### src/rtl/pipe_ctrl_pkg.sv
// Shared definitions for the pipeline controller: stall bus encoding,
// exception codes, the exception vector and the controller state type.
package pipe_ctrl_pkg;

  localparam int STALL_W = 6;

  localparam logic STOP    = 1'b1;
  localparam logic NO_STOP = 1'b0;

  localparam logic [STALL_W-1:0] STALL_NONE = {STALL_W{NO_STOP}};
  localparam logic [STALL_W-1:0] STALL_ALL  = {STALL_W{STOP}};
  localparam logic [STALL_W-1:0] STALL_IF   = 6'b000011;
  localparam logic [STALL_W-1:0] STALL_ID   = 6'b000111;
  localparam logic [STALL_W-1:0] STALL_EX   = 6'b001111;
  localparam logic [STALL_W-1:0] STALL_MEM  = 6'b011111;

  localparam logic [31:0] EXC_NONE   = 32'h0000_0000;
  localparam logic [31:0] EXC_ERET   = 32'h0000_000e;
  localparam logic [31:0] EXC_VECTOR = 32'hBFC0_0380;

  typedef enum logic [1:0] {
    RUN   = 2'd0,
    PEND  = 2'd1,
    GUARD = 2'd2
  } ctrl_state_e;

  // The deepest requesting stage freezes itself and everything upstream.
  function automatic logic [STALL_W-1:0] stallPriority(input logic reqMem,
                                                       input logic reqEx,
                                                       input logic reqId,
                                                       input logic reqIf);
    if (reqMem)     return STALL_MEM;
    else if (reqEx) return STALL_EX;
    else if (reqId) return STALL_ID;
    else if (reqIf) return STALL_IF;
    else            return STALL_NONE;
  endfunction

endpackage

### src/rtl/pipe_ctrl.sv
// Pipeline controller: stage freeze encoding, exception redirect with a
// pending state for in-flight fetches, and a stalled-cycle counter.
module pipe_ctrl
  import pipe_ctrl_pkg::*;
(
  input  logic               clk,
  input  logic               rst,
  input  logic               stallreq_if,
  input  logic               stallreq_id,
  input  logic               stallreq_ex,
  input  logic               stallreq_mem,
  input  logic [31:0]        excepttype,
  input  logic [31:0]        cp0_epc,
  output logic [STALL_W-1:0] stall,
  output logic               flush,
  output logic [31:0]        new_pc,
  output logic [31:0]        stall_cnt
);

  ctrl_state_e        state_q, state_d;
  logic [31:0]        pendPc_q, pendPc_d;
  logic [31:0]        stallCnt_q;

  logic               excActive;
  logic [31:0]        excTarget;
  logic [STALL_W-1:0] reqStall;
  logic [STALL_W-1:0] stallNow;
  logic               flushNow;
  logic [31:0]        newPcNow;

  assign excActive = (excepttype != EXC_NONE);
  assign excTarget = (excepttype == EXC_ERET) ? cp0_epc : EXC_VECTOR;
  assign reqStall  = stallPriority(stallreq_mem, stallreq_ex, stallreq_id, stallreq_if);

  // A faulting instruction's own mem/ex/id requests never reach the stall
  // bus: the exception branch either flushes or freezes everything for fetch.
  always_comb begin
    state_d  = state_q;
    pendPc_d = pendPc_q;
    stallNow = STALL_NONE;
    flushNow = 1'b0;
    newPcNow = 32'h0;
    unique case (state_q)
      RUN: begin
        if (excActive) begin
          if (stallreq_if) begin
            stallNow = STALL_ALL;
            pendPc_d = excTarget;
            state_d  = PEND;
          end else begin
            flushNow = 1'b1;
            newPcNow = excTarget;
            state_d  = GUARD;
          end
        end else begin
          stallNow = reqStall;
        end
      end
      PEND: begin
        if (stallreq_if) begin
          stallNow = STALL_ALL;
        end else begin
          flushNow = 1'b1;
          newPcNow = pendPc_q;
          state_d  = GUARD;
        end
      end
      GUARD: begin
        stallNow = reqStall;
        state_d  = RUN;
      end
      default: state_d = RUN;
    endcase
    if (rst) begin
      state_d  = RUN;
      pendPc_d = 32'h0;
      stallNow = STALL_NONE;
      flushNow = 1'b0;
      newPcNow = 32'h0;
    end
  end

  always_ff @(posedge clk) begin
    if (rst) begin
      state_q    <= RUN;
      pendPc_q   <= 32'h0;
      stallCnt_q <= 32'h0;
    end else begin
      state_q  <= state_d;
      pendPc_q <= pendPc_d;
      if (stallNow != STALL_NONE) stallCnt_q <= stallCnt_q + 32'd1;
    end
  end

  assign stall     = stallNow;
  assign flush     = flushNow;
  assign new_pc    = newPcNow;
  assign stall_cnt = stallCnt_q;

endmodule

### config.mk
export PLATFORM = sky130hd
export DESIGN_NAME = pipe_ctrl
export DESIGN_NICKNAME = d
export VERILOG_FILES = /design/src/rtl/pipe_ctrl_pkg.sv /design/src/rtl/pipe_ctrl.sv
export SDC_FILE = /design/constraint.sdc
export NUM_CORES = 1
export LEC_CHECK = 0
export ABC_AREA = 1
export BUFFER_PORTS_ARGS = -buffer_cell sky130_fd_sc_hd__clkbuf_2
export CAP_MARGIN = 20
export CORE_MARGIN = 5
export CORE_UTILIZATION = 40
export CTS_BUF_LIST = sky130_fd_sc_hd__clkbuf_4 sky130_fd_sc_hd__clkbuf_8
export DETAILED_ROUTE_END_ITERATION = 7
export PLACE_DENSITY = 0.66
export SETUP_SLACK_MARGIN = 0.02
export SYNTH_ARGS = -nofsm -noshare
export SYNTH_HDL_FRONTEND = slang
export SYNTH_SLANG_ARGS = --single-unit
### constraint.sdc
create_clock -name clk -period 1.69 [get_ports clk]
set_clock_uncertainty 0.05 [all_clocks]
set_input_delay 0.0845 -clock clk [delete_from_list [all_inputs] [get_ports clk]]
set_output_delay 0.0845 -clock clk [all_outputs]
set_load 0.05 [all_outputs]
==> Flow_metrics.wiki, run 1 <==
{| class="wikitable"
! Metric !! Value
|-
| Number of buffers between clock root and the deepest sink || 2
|-
| Nets || about 900
|-
| Start point of the worst hold path || rst
|-
| Met1 track demand over resource || 0.273
|-
| Reg area || 0.00137 mm²
|-
| Design area || between 0.007 and 0.008 mm²
|-
| Number of inserted filler cells in the final layout || approximately 800
|-
| Path depth of the worst reg2reg path || 11
|-
| Setup repair after global routing missed its margin || yes
|-
| Core box area || roughly 0.010 mm²
|-
| Max_slew headroom || 0.535
|-
| Clock Sinks || 66
|-
| Met2 demand-to-capacity share in global routing || 0.443
|-
| Final Routed Wirelength || around 16000 µm
|-
| Count of mapped cells out of synthesis || 630
|-
| Placed cell count || 904
|-
| Fraction of layout cells with a size suffix above 1 || 0.445
|-
| Antenna violations before repair || 0
|-
| Final number of max-transition violations || 0
|-
| Initial standard-cell utilization of the core || 0.404
|-
| Pin count of the biggest net entering global routing || 47
|-
| Synth top area cells || dfxtp_1, nor2_1, nand2_1
|-
| Clock root buffer master || clkbuf_8
|-
| Setup slack after layout || -0.263 ns
|-
| Finished Layout Cells || ~970
|-
| Area delta synth->final || 73.2%
|-
| Endpoint kind of the worst setup timing path || output port
|-
| Number of antenna-violating nets in the routed design || 0
|-
| Cell Area, Synth || about 0.004 mm²
|-
| Horizontal die dimension || 111 µm
|-
| Detailed Place HPWL || ~9800 µm
|-
| Crit path arrival time || 1.82 ns
|-
| GR met3 Demand/Resource || 0.0475
|-
| Commonest non-fill, non-tap cell in the layout || nor2_1
|-
| Run status || finished, violations left
|-
| Count of inserted antenna diode cells || 0
|-
| Cell type with the largest total area after synthesis || dfxtp_1
|-
| First-pass GRT wire length || approximately 25000 µm
|-
| Worst supply voltage drop on vdd || 0.575 mV
|-
| Vias in the first global route || 5299
|-
| RD Place Congestion || 0.921
|-
| Crit path max fanout || 8
|-
| Failing checks || setup timing
|-
| Overall fraction of global-route tracks in use || 0.243
|-
| Share of the clock period used by the worst path || 1.16
|-
| Final min period || between 1.5 and 2 ns
|-
| Leakage power of the design || ~3.0 nW
|-
| Final setup viols || slightly above 60
|-
| Post-DR wirelength/cell || about 16 µm
|-
| Clock slew at the register clock pins of the worst setup and hold paths || roughly 0.090 ns
|-
| Hold_ws || slightly above 0.2 ns
|-
| Number of cells traversed by the worst hold path || 6
|-
| Final number of hold-violating endpoints || 0
|-
| Hold path endpoint || stall_cnt[1]$_SDFFE_PP0P_
|-
| Clock tree from TritonCTS || built
|-
| Busiest metal layer after global routing || met2
|-
| Average size of a mapped cell || ~6.5 µm²
|-
| FF+latch count, synth || between 60 and 70
|-
| Required arrival time at the worst endpoint || between 1.5 and 2 ns
|-
| YS warnings || 0
|-
| Classification of the worst-slack hold path || in -> reg
|-
| Via Count || around 5000
|-
| Initial DRT Pass Iterations || 5
|-
| Number of rows created at floorplan || 37
|-
| Vias per Instance || around 5.2
|-
| GR Overflow Total || 0
|-
| Die Y-Extent || around 110 µm
|-
| Insertion delay to the later sink of the worst-skew pair || ~0.35 ns
|-
| Terminus of the critical flop-to-flop path || stall_cnt[0]$_SDFFE_PP0P_
|-
| Total CTS buffers || 9
|-
| Area of the die || roughly 0.012 mm²
|-
| Max-Cap Viols || 0
|-
| Buffers added on ports || 140
|-
| Critical register-to-register path startpoint || state_q[1]$_SDFFE_PP0P_
|-
| Number of top-level design ports || between 100 and 150
|-
| Sequential fraction of the synthesis area || 0.322
|-
| Startpoint Class || flop
|-
| Area taken by multi-input logic gates || around 0.0033 mm²
|-
| Measured slew at the worst slew-check pin || ~0.70 ns
|-
| Register-to-register path setup slack || -0.07 ns
|-
| Worst setup path category || reg -> out
|-
| Most used cells in the layout excluding fill and tap cells || nor2_1, clkbuf_2, nand2_1, dfxtp_1, a21oi_1
|-
| Fmax || ~510 MHz
|-
| Power Density || roughly 800 mW/mm²
|-
| Remaining design rule violation count || 0
|-
| Detailed Route Iter0 Violations || roughly 240
|-
| Placement-stage cell area || ~0.0056 mm²
|-
| Maximum level of the CTS H-tree || 3
|-
| Number of different library cells in the post-synthesis netlist || 31
|-
| Number of nets produced by synthesis || 701
|-
| Area share of the leading cell type in the synthesized netlist || 0.322
|}
## cells in the mapped netlist
cell / number
nor3_1: 7
clkbuf_2: 2
nor3b_2: 1
nand2_2: 3
inv_1: 29
nand4_1: 7
nor3_2: 5
dfxtp_1: 66
buf_6: 3
o21ai_0: 46
nor3b_1: 1
ha_1: 1
buf_4: 5
nor2_1: 131
o21bai_1: 31
nor2_4: 3
nor2_2: 6
nand2_1: 120
nor4_1: 1
a21oi_1: 71
nand3b_1: 1
buf_1: 1
inv_2: 2
clkbuf_1: 16
nand3_2: 3
xnor2_1: 9
buf_2: 10
xor2_1: 20
nand4_2: 1
o211ai_1: 1
nand3_1: 27
## where the power goes
part | switching [mW] | internal [mW]
logic | 1.24 | 0.691
clock network | 0.716 | 0.891
registers | 0.231 | 1.76
## repair_timing
| item | 4_1_cts | 5_1_grt |
|---|---|---|
| resized for setup | 146 | 93 |
| pin swaps | 13 | 26 |
| setup endpoints to repair | 39 | 85 |
| cloned | 4 | 0 |
| hold buffers | 33 | 0 |
| setup buffers | 10 | 4 |
| hold endpoints to repair | 33 | 0 |
## metal layers
layer	wire, µm	share of wire
met1	6150	0.39
met2	8180	0.52
met3	793	0.050
met4	612	0.039
met5	0	0
## critical path, stage by stage (launching register included)
cell and delay [ns]:
dfxtp_4 0.37, buf_6 0.12, nor2_4 0.07, inv_2 0.05
nor2_4 0.17, buf_12 0.14, buf_12 0.13, nand2_4 0.04
a21oi_2 0.19, buf_8 0.18
## cell families after synthesis
group,share of synthesized area
flip-flops,0.322
AO/OA/AOI/OAI,0.202
buffers and inverters,0.0760
XOR/XNOR,0.0620
adder cells (fa/ha/maj),0.00305
AND/OR/NAND/NOR,0.335
## final cells by class
cell class	count	area share
Clock inverter	6	0.0134
Tap cell	136	0.0240
Clock buffer	10	0.0194
Inverter	31	0.0169
Multi-Input combinational cell	496	0.460
Timing Repair Buffer	222	0.273
Sequential cell	66	0.194
## worst max path at each step
stage / startpoint / to / cells after the start
2_1_floorplan: state_q[0]$_SDFFE_PP0P_ / stall[4] / 6
3_3_place_gp: state_q[0]$_SDFFE_PP0P_ / new_pc[24] / 7
3_5_place_dp: state_q[0]$_SDFFE_PP0P_ / new_pc[24] / 7
4_1_cts: state_q[1]$_SDFFE_PP0P_ / new_pc[0] / 9
5_1_grt: state_q[1]$_SDFFE_PP0P_ / new_pc[1] / 9
6_report: state_q[1]$_SDFFE_PP0P_ / new_pc[1] / 9
## registers in the layout (all words and copies together) (netlist names)
register	flops
stall_cnt	32
pendPc_q	32
state_q	2
## metrics by stage
step	setup slack, ns	util	total power, mW	TNS (ns)
finish	-0.263	0.700	5.53	-8.87
global route	-0.316	0.700	5.79	-13.21
CTS	-0.236	0.676	5.45	-6.85
detailed placement	-0.108	0.552	3.60	-1.92
global placement	-0.0271	0.552	3.56	-0.250
floorplan	-0.0938	-	3.12	-0.125
(Power assumes the default switching activity.)
==> run 2: changes to the inputs <==
- BUFFER_PORTS_ARGS: -buffer_cell sky130_fd_sc_hd__clkbuf_2 -> not set
- DONT_BUFFER_PORTS: not set -> 1
- PLACE_DENSITY: 0.66 -> 0.54
==> Flow_metrics.wiki, run 2 (synthesized netlist as in run 1, its figures left out) <==
{| class="wikitable"
! Metric !! Value
|-
| Max_slew headroom || 0.588 (+0.0522)
|-
| Maximum level of the CTS H-tree || 3 (unchanged)
|-
| Measured slew at the worst slew-check pin || 0.616 ns (-0.0804 ns)
|-
| GR Overflow Total || 0 (unchanged)
|-
| Core box area || 0.0101 mm² (unchanged)
|-
| Placed cell count || 812 (-10%)
|-
| Number of cells traversed by the worst hold path || 4 (-2)
|-
| Die Y-Extent || 111 µm (unchanged)
|-
| Number of top-level design ports || 141 (unchanged)
|-
| Failing checks || setup timing
|-
| Utilization of the core after routing || 0.667 (-0.0334)
|-
| First-pass GRT wire length || 21600 µm (-15%)
|-
| Overall fraction of global-route tracks in use || 0.209 (-0.0346)
|-
| Most used cells in the layout excluding fill and tap cells || nor2_1, nand2_1, buf_4, dfxtp_1
|-
| Insertion delay to the later sink of the worst-skew pair || 0.34 ns (about the same)
|-
| Count of inserted antenna diode cells || 0 (unchanged)
|-
| Leakage power of the design || 2.67 nW (-11%)
|-
| Power Density || 778 mW/mm² (-0.13%)
|-
| Design area || 0.00676 mm² (-4.8%)
|-
| Start point of the worst hold path || stallreq_if
|-
| Post-DR wirelength/cell || 16.7 µm (+2.4%)
|-
| Endpoint kind of the worst setup timing path || output port
|-
| Finished Layout Cells || 881 (-8.9%)
|-
| Clock root buffer master || clkbuf_8
|-
| PnR Total Power || 5.26 mW (-4.9%)
|-
| Crit path max fanout || 8 (unchanged)
|-
| Nets || 811 (-9.6%)
|-
| Worst setup path category || reg -> out
|-
| Final number of max-transition violations || 0 (unchanged)
|-
| Total CTS buffers || 9 (unchanged)
|-
| Final min period || 1.94 ns (-0.0152 ns)
|-
| Buffers added on ports || 0 (-100%)
|-
| Run status || finished, violations left
|-
| Terminus of the critical flop-to-flop path || stall_cnt[2]$_SDFFE_PP0P_
|-
| Count of buffering cells on the critical path with inverters included || 3 (-2)
|-
| Critical register-to-register path startpoint || state_q[0]$_SDFFE_PP0P_
|-
| Critical path cell sequence || nor2_4 -> nand2_2 -> nor2_4 -> buf_12 -> clkbuf_16 -> nand3_1 -> a21oi_4 -> buf_12
|-
| Critical-path top delay cell || dfxtp_4
|-
| Clock tree from TritonCTS || built
|-
| Fmax || 516 MHz (+0.79%)
|-
| Fraction of layout cells with a size suffix above 1 || 0.358 (-0.0869)
|-
| Vias per Instance || 5.33 (+2.2%)
|-
| RD Place Congestion || 0.944 (+2.5%)
|-
| Classification of the worst-slack hold path || in -> reg
|-
| Largest incremental delay on the critical path || 0.37 ns (about the same)
|-
| Path depth of the worst reg2reg path || 11 (unchanged)
|-
| Vias in the first global route || 4553 (-14%)
|-
| Startpoint Class || flop
|-
| Setup repair after global routing missed its margin || yes
|-
| Via Count || 4692 (-6.9%)
|-
| Final number of hold-violating endpoints || 0 (unchanged)
|-
| Share of the clock period used by the worst path || 1.15 (-0.00901)
|-
| Setup slack after layout || -0.247 ns (+0.0152 ns)
|-
| Number of buffers between clock root and the deepest sink || 2 (unchanged)
|-
| Antenna violations before repair || 0 (unchanged)
|-
| Crit path arrival time || 1.80 ns (-0.02 ns)
|-
| Horizontal die dimension || 111 µm (unchanged)
|-
| Initial standard-cell utilization of the core || 0.404 (unchanged)
|-
| Detailed Route Iter0 Violations || 196 (-19%)
|-
| Final setup viols || 39 (-36%)
|-
| Number of rows created at floorplan || 37 (unchanged)
|-
| Worst supply voltage drop on vdd || 0.348 mV (-39%)
|-
| Area of the die || 0.0124 mm² (unchanged)
|-
| Remaining design rule violation count || 0 (unchanged)
|-
| Clock slew at the register clock pins of the worst setup and hold paths || 0.08 ns (about the same)
|-
| Pin count of the biggest net entering global routing || 65 (+38%)
|-
| Area delta synth->final || 64.9%
|-
| Required arrival time at the worst endpoint || 1.56 ns (about the same)
|-
| Final Routed Wirelength || 14700 µm (-6.7%)
|-
| Clock Sinks || 66 (unchanged)
|-
| Number of antenna-violating nets in the routed design || 0 (unchanged)
|-
| Placement-stage cell area || 0.00552 mm² (-1.4%)
|-
| Gate family responsible for the most delay along the worst path || simple AND/OR/NAND/NOR gates
|-
| Detailed Place HPWL || 9010 µm (-7.6%)
|-
| Commonest non-fill, non-tap cell in the layout || nor2_1
|-
| Total Neg Setup Slack || -7.88 ns (+0.989 ns)
|-
| Register-to-register path setup slack || 0.05 ns (+0.12 ns)
|-
| Max-Cap Viols || 0 (unchanged)
|-
| Number of inserted filler cells in the final layout || 839 (+7.3%)
|-
| Initial DRT Pass Iterations || 4 (-1)
|-
| Hold path endpoint || state_q[0]$_SDFFE_PP0P_
|}
[run 2: cell types whose count changed in the layout (fill, tap and decap cells not counted), moves of 7 or more]
| cell | delta |
|---|---|
| clkbuf_16 | +7 |
| buf_12 | +23 |
| o21ai_1 | +8 |
| buf_8 | -27 |
| buf_4 | +22 |
| nand3_1 | +8 |
| clkbuf_2 | -100 |
| buf_6 | -7 |
[run 2: routing by layer]
layer  vias to the layer above  share of wire  GRT usage
li1                       2278              -          -
met1                      2251           0.39      0.231
met2                       137           0.52      0.379
met3                        26          0.062     0.0540
met4                         0          0.026     0.0819
met5                         -              0          0
[run 2: worst min-delay path, cell delays in order]
cell     delay, ns
nand2_4       0.06
nor2_4        0.11
nor2_4        0.06
nor2_1        0.07
[run 2: layout make-up]
class                   count  area (µm²)  share of cell area
inverters                  31         120              0.0178
well taps                 136         170              0.0252
repair buffers            136        1710               0.254
flip-flops and latches     66        1370               0.203
clock inverters             6        61.3             0.00907
multi-input cells         496        3180               0.471
clock buffers              10         138              0.0204
[run 2: where the power goes]
part           internal (mW)  switching [mW]
Combinational          0.713            1.15
Clock                  0.725           0.676
Sequential              1.76           0.231
Total                   3.20            2.06
[run 2: how the worst max path moves through the flow]
stage	endpoint	startpoint	slack [ns]	depth (start not counted)
3_5_place_dp	stall_cnt[7]$_SDFFE_PP0P_	state_q[0]$_SDFFE_PP0P_	0.005	10
2_1_floorplan	stall[4]	state_q[0]$_SDFFE_PP0P_	-0.09	6
5_1_grt	new_pc[11]	state_q[0]$_SDFFE_PP0P_	-0.35	8
6_report	new_pc[16]	state_q[0]$_SDFFE_PP0P_	-0.25	8
3_3_place_gp	stall_cnt[17]$_SDFFE_PP0P_	state_q[0]$_SDFFE_PP0P_	0.06	10
4_1_cts	new_pc[18]	state_q[1]$_SDFFE_PP0P_	-0.22	8
[run 2: metrics by stage]
stage,setup slack (ns),hold slack [ns]
6_report,-0.247,0.0272
4_1_cts,-0.222,0.00977
3_3_place_gp,0.0571,0.131
5_1_grt,-0.345,0.0403
3_5_place_dp,0.00527,0.132
2_1_floorplan,-0.0938,0.176
[run 2: what timing repair did]
action                     4_1_cts  5_1_grt
hold buffers                    33        0
pin swaps                       18       37
hold endpoints to repair        66        0
resized for setup               22       89
gates cloned                     2        7
buffers inserted                 3        8
setup endpoints to repair       53       69
==> run 3: changes to the inputs <==
- CORE_MARGIN: 5 -> not set
- clock period: 1.69 -> 2.26 ns (I/O delays scaled with it)
==> Flow_metrics.wiki, run 3 (synthesized netlist as in run 1, its figures left out) <==
{| class="wikitable"
! Metric !! Value
|-
| Finished Layout Cells || 851 (-3.4%)
|-
| Share of the clock period used by the worst path || 0.905
|-
| Worst setup path category || reg -> out
|-
| Final number of max-transition violations || 0 (unchanged)
|-
| Area of the die || 0.0107 mm² (-14%)
|-
| Worst slack after detailed placement || 0.354 ns (+0.349 ns)
|-
| Count of inserted antenna diode cells || 0 (unchanged)
|-
| Area delta synth->final || 27.4%
|-
| Critical path cell sequence || nor2_2 -> nand2_1 -> nor2_4 -> buf_12 -> nor2_1 -> nor2_1 -> buf_4
|-
| Antenna violations before repair || 0 (unchanged)
|-
| Setup slack after layout || 0.214 ns (+0.461 ns)
|-
| Hold_ws || 0.125 ns (+0.0978 ns)
|-
| Number of top-level design ports || 141 (unchanged)
|-
| Largest incremental delay on the critical path || 0.35 ns (-0.02 ns)
|-
| Design area || 0.00522 mm² (-23%)
|-
| Crit path max fanout || 65 (+57)
|-
| Clock slew at the register clock pins of the worst setup and hold paths || 0.08 ns (about the same)
|-
| Post-DR wirelength/cell || 13.9 µm (-16%)
|-
| Via Count || 4317 (-8.0%)
|-
| Detailed Route Iter0 Violations || 165 (-16%)
|-
| Startpoint Class || flop
|-
| Initial standard-cell utilization of the core || 0.415 (+0.0112)
|-
| Clock Sinks || 66 (unchanged)
|-
| First-pass GRT wire length || 19500 µm (-9.5%)
|-
| Insertion delay to the later sink of the worst-skew pair || 0.34 ns (about the same)
|-
| Die Y-Extent || 103 µm (-7.2%)
|-
| Fraction of layout cells with a size suffix above 1 || 0.167 (-0.191)
|-
| Count of buffering cells on the critical path with inverters included || 2 (-1)
|-
| Remaining design rule violation count || 0 (unchanged)
|-
| Setup repair after global routing missed its margin || no
|-
| Most used cells in the layout excluding fill and tap cells || nor2_1, nand2_1, buf_4, a21oi_1, dfxtp_1
|-
| Total Neg Setup Slack || 0 ns (+7.88 ns)
|-
| Leakage power of the design || 2.16 nW (-19%)
|-
| Classification of the worst-slack hold path || in -> reg
|-
| GR Overflow Total || 0 (unchanged)
|-
| Vias in the first global route || 4117 (-9.6%)
|-
| Clock root buffer master || clkbuf_8
|-
| Number of rows created at floorplan || 36 (-2.7%)
|-
| Total CTS buffers || 9 (unchanged)
|-
| Commonest non-fill, non-tap cell in the layout || nor2_1
|-
| Number of buffers between clock root and the deepest sink || 2 (unchanged)
|-
| Pin count of the biggest net entering global routing || 66 (+1.5%)
|-
| Placed cell count || 802 (-1.2%)
|-
| Measured slew at the worst slew-check pin || 0.865 ns (+0.249 ns)
|-
| Final Routed Wirelength || 11900 µm (-19%)
|-
| RD Place Congestion || 0.908 (-3.8%)
|-
| Crit path top cell by count || nor2_1
|-
| Detailed Place HPWL || 8030 µm (-11%)
|-
| Worst supply voltage drop on vdd || 0.359 mV (+3.4%)
|-
| Vias per Instance || 5.07 (-4.7%)
|-
| Horizontal die dimension || 103 µm (-7.2%)
|-
| Run status || finished clean
|-
| Buffers added on ports || 0 (unchanged)
|-
| Overall fraction of global-route tracks in use || 0.233 (+0.0247)
|-
| Endpoint kind of the worst setup timing path || output port
|-
| Critical-path top delay cell || dfxtp_1
|-
| Gate family responsible for the most delay along the worst path || simple AND/OR/NAND/NOR gates
|-
| Required arrival time at the worst endpoint || 2.10 ns (+0.54 ns)
|-
| Final number of hold-violating endpoints || 0 (unchanged)
|-
| Clock tree from TritonCTS || built
|-
| Post-CTS Setup Bufs || 0 (-3)
|-
| Initial DRT Pass Iterations || 7 (+3)
|-
| Final min period || between 2 and 2.5 ns
|-
| Maximum level of the CTS H-tree || 3 (unchanged)
|-
| Fmax || about 490 MHz
|-
| Crit path arrival time || 1.88 ns (+0.08 ns)
|-
| Power Density || 667 mW/mm² (-14%)
|-
| Final setup viols || 0 (-100%)
|-
| Max-Cap Viols || 0 (unchanged)
|-
| Max_slew headroom || 0.423 (-0.165)
|-
| Nets || 785 (-3.2%)
|-
| Number of antenna-violating nets in the routed design || 0 (unchanged)
|-
| Placement-stage cell area || 0.00468 mm² (-15%)
|-
| Core box area || 0.00986 mm² (-2.7%)
|}
run 3: cell count changes in the layout (fill, tap and decap cells not counted), sizes merged:
| cell | before | now |
|---|---|---|
| inv | 33 | 31 |
| bufinv | 1 | 0 |
| clkinv | 2 | 3 |
| buf | 96 | 76 |
| clkbuf | 17 | 13 |
| clkinvlp | 1 | 0 |
run 3: power by group:
group / total, mW / internal [mW] / switching [mW]
Sequential: 1.45 / 1.30 / 0.145
Combinational: 1.12 / 0.357 / 0.760
Clock: 0.921 / 0.460 / 0.461
Total: 3.48 / 2.12 / 1.37
run 3: worst reg2reg max path: stages (launching register included):
cell     delay [ns]
dfxtp_1        0.39
inv_1          0.05
nor2_1         0.09
inv_1          0.08
nor2_2         0.20
inv_1          0.08
nand4_2        0.13
nand2_4        0.14
buf_4          0.24
nor2_1         0.13
nor2_1         0.05
run 3: layout make-up:
cell class | count | area [µm²]
repair buffers | 110 | 958
clock inverters | 3 | 15.0
inverters | 31 | 116
flip-flops and latches | 66 | 1320
clock buffers | 12 | 159
fillers | 990 | 4640
well taps | 133 | 166
multi-input cells | 496 | 2480
run 3: per-layer routing:
layer  vias up  global-route usage  part of all wire
met2       115               0.397              0.48
met1      1955               0.286              0.45
met3        21              0.0450             0.045
met5         -                   0                 0
met4         0               0.105             0.025
li1       2226                   -                 -
run 3: worst paths after layout:
| kind | startpoint | end | slack, ns | depth (start not counted) |
|---|---|---|---|---|
| setup / recovery | state_q[0]$_SDFFE_PP0P_ | stall[5] | 0.21 | 7 |
| hold / removal | rst | stall_cnt[1]$_SDFFE_PP0P_ | 0.12 | 5 |
| setup reg to reg | state_q[0]$_SDFFE_PP0P_ | stall_cnt[26]$_SDFFE_PP0P_ | 0.51 | 10 |
| hold reg to reg | pendPc_q[12]$_SDFFE_PP0P_ | pendPc_q[12]$_SDFFE_PP0P_ | 0.50 | 2 |
run 3: repair_timing:
item / in CTS / in global routing
hold endpoints to repair: 65 / 0
resized for setup: 0 / 4
hold buffers: 33 / 0
setup endpoints to repair: 0 / 7
run 3: through the flow:
step / power, mW / utilization
floorplan: 2.26 / -
global placement: 2.51 / 0.474
detailed placement: 2.53 / 0.474
CTS: 3.51 / 0.525
global route: 3.67 / 0.529
finish: 3.48 / 0.529
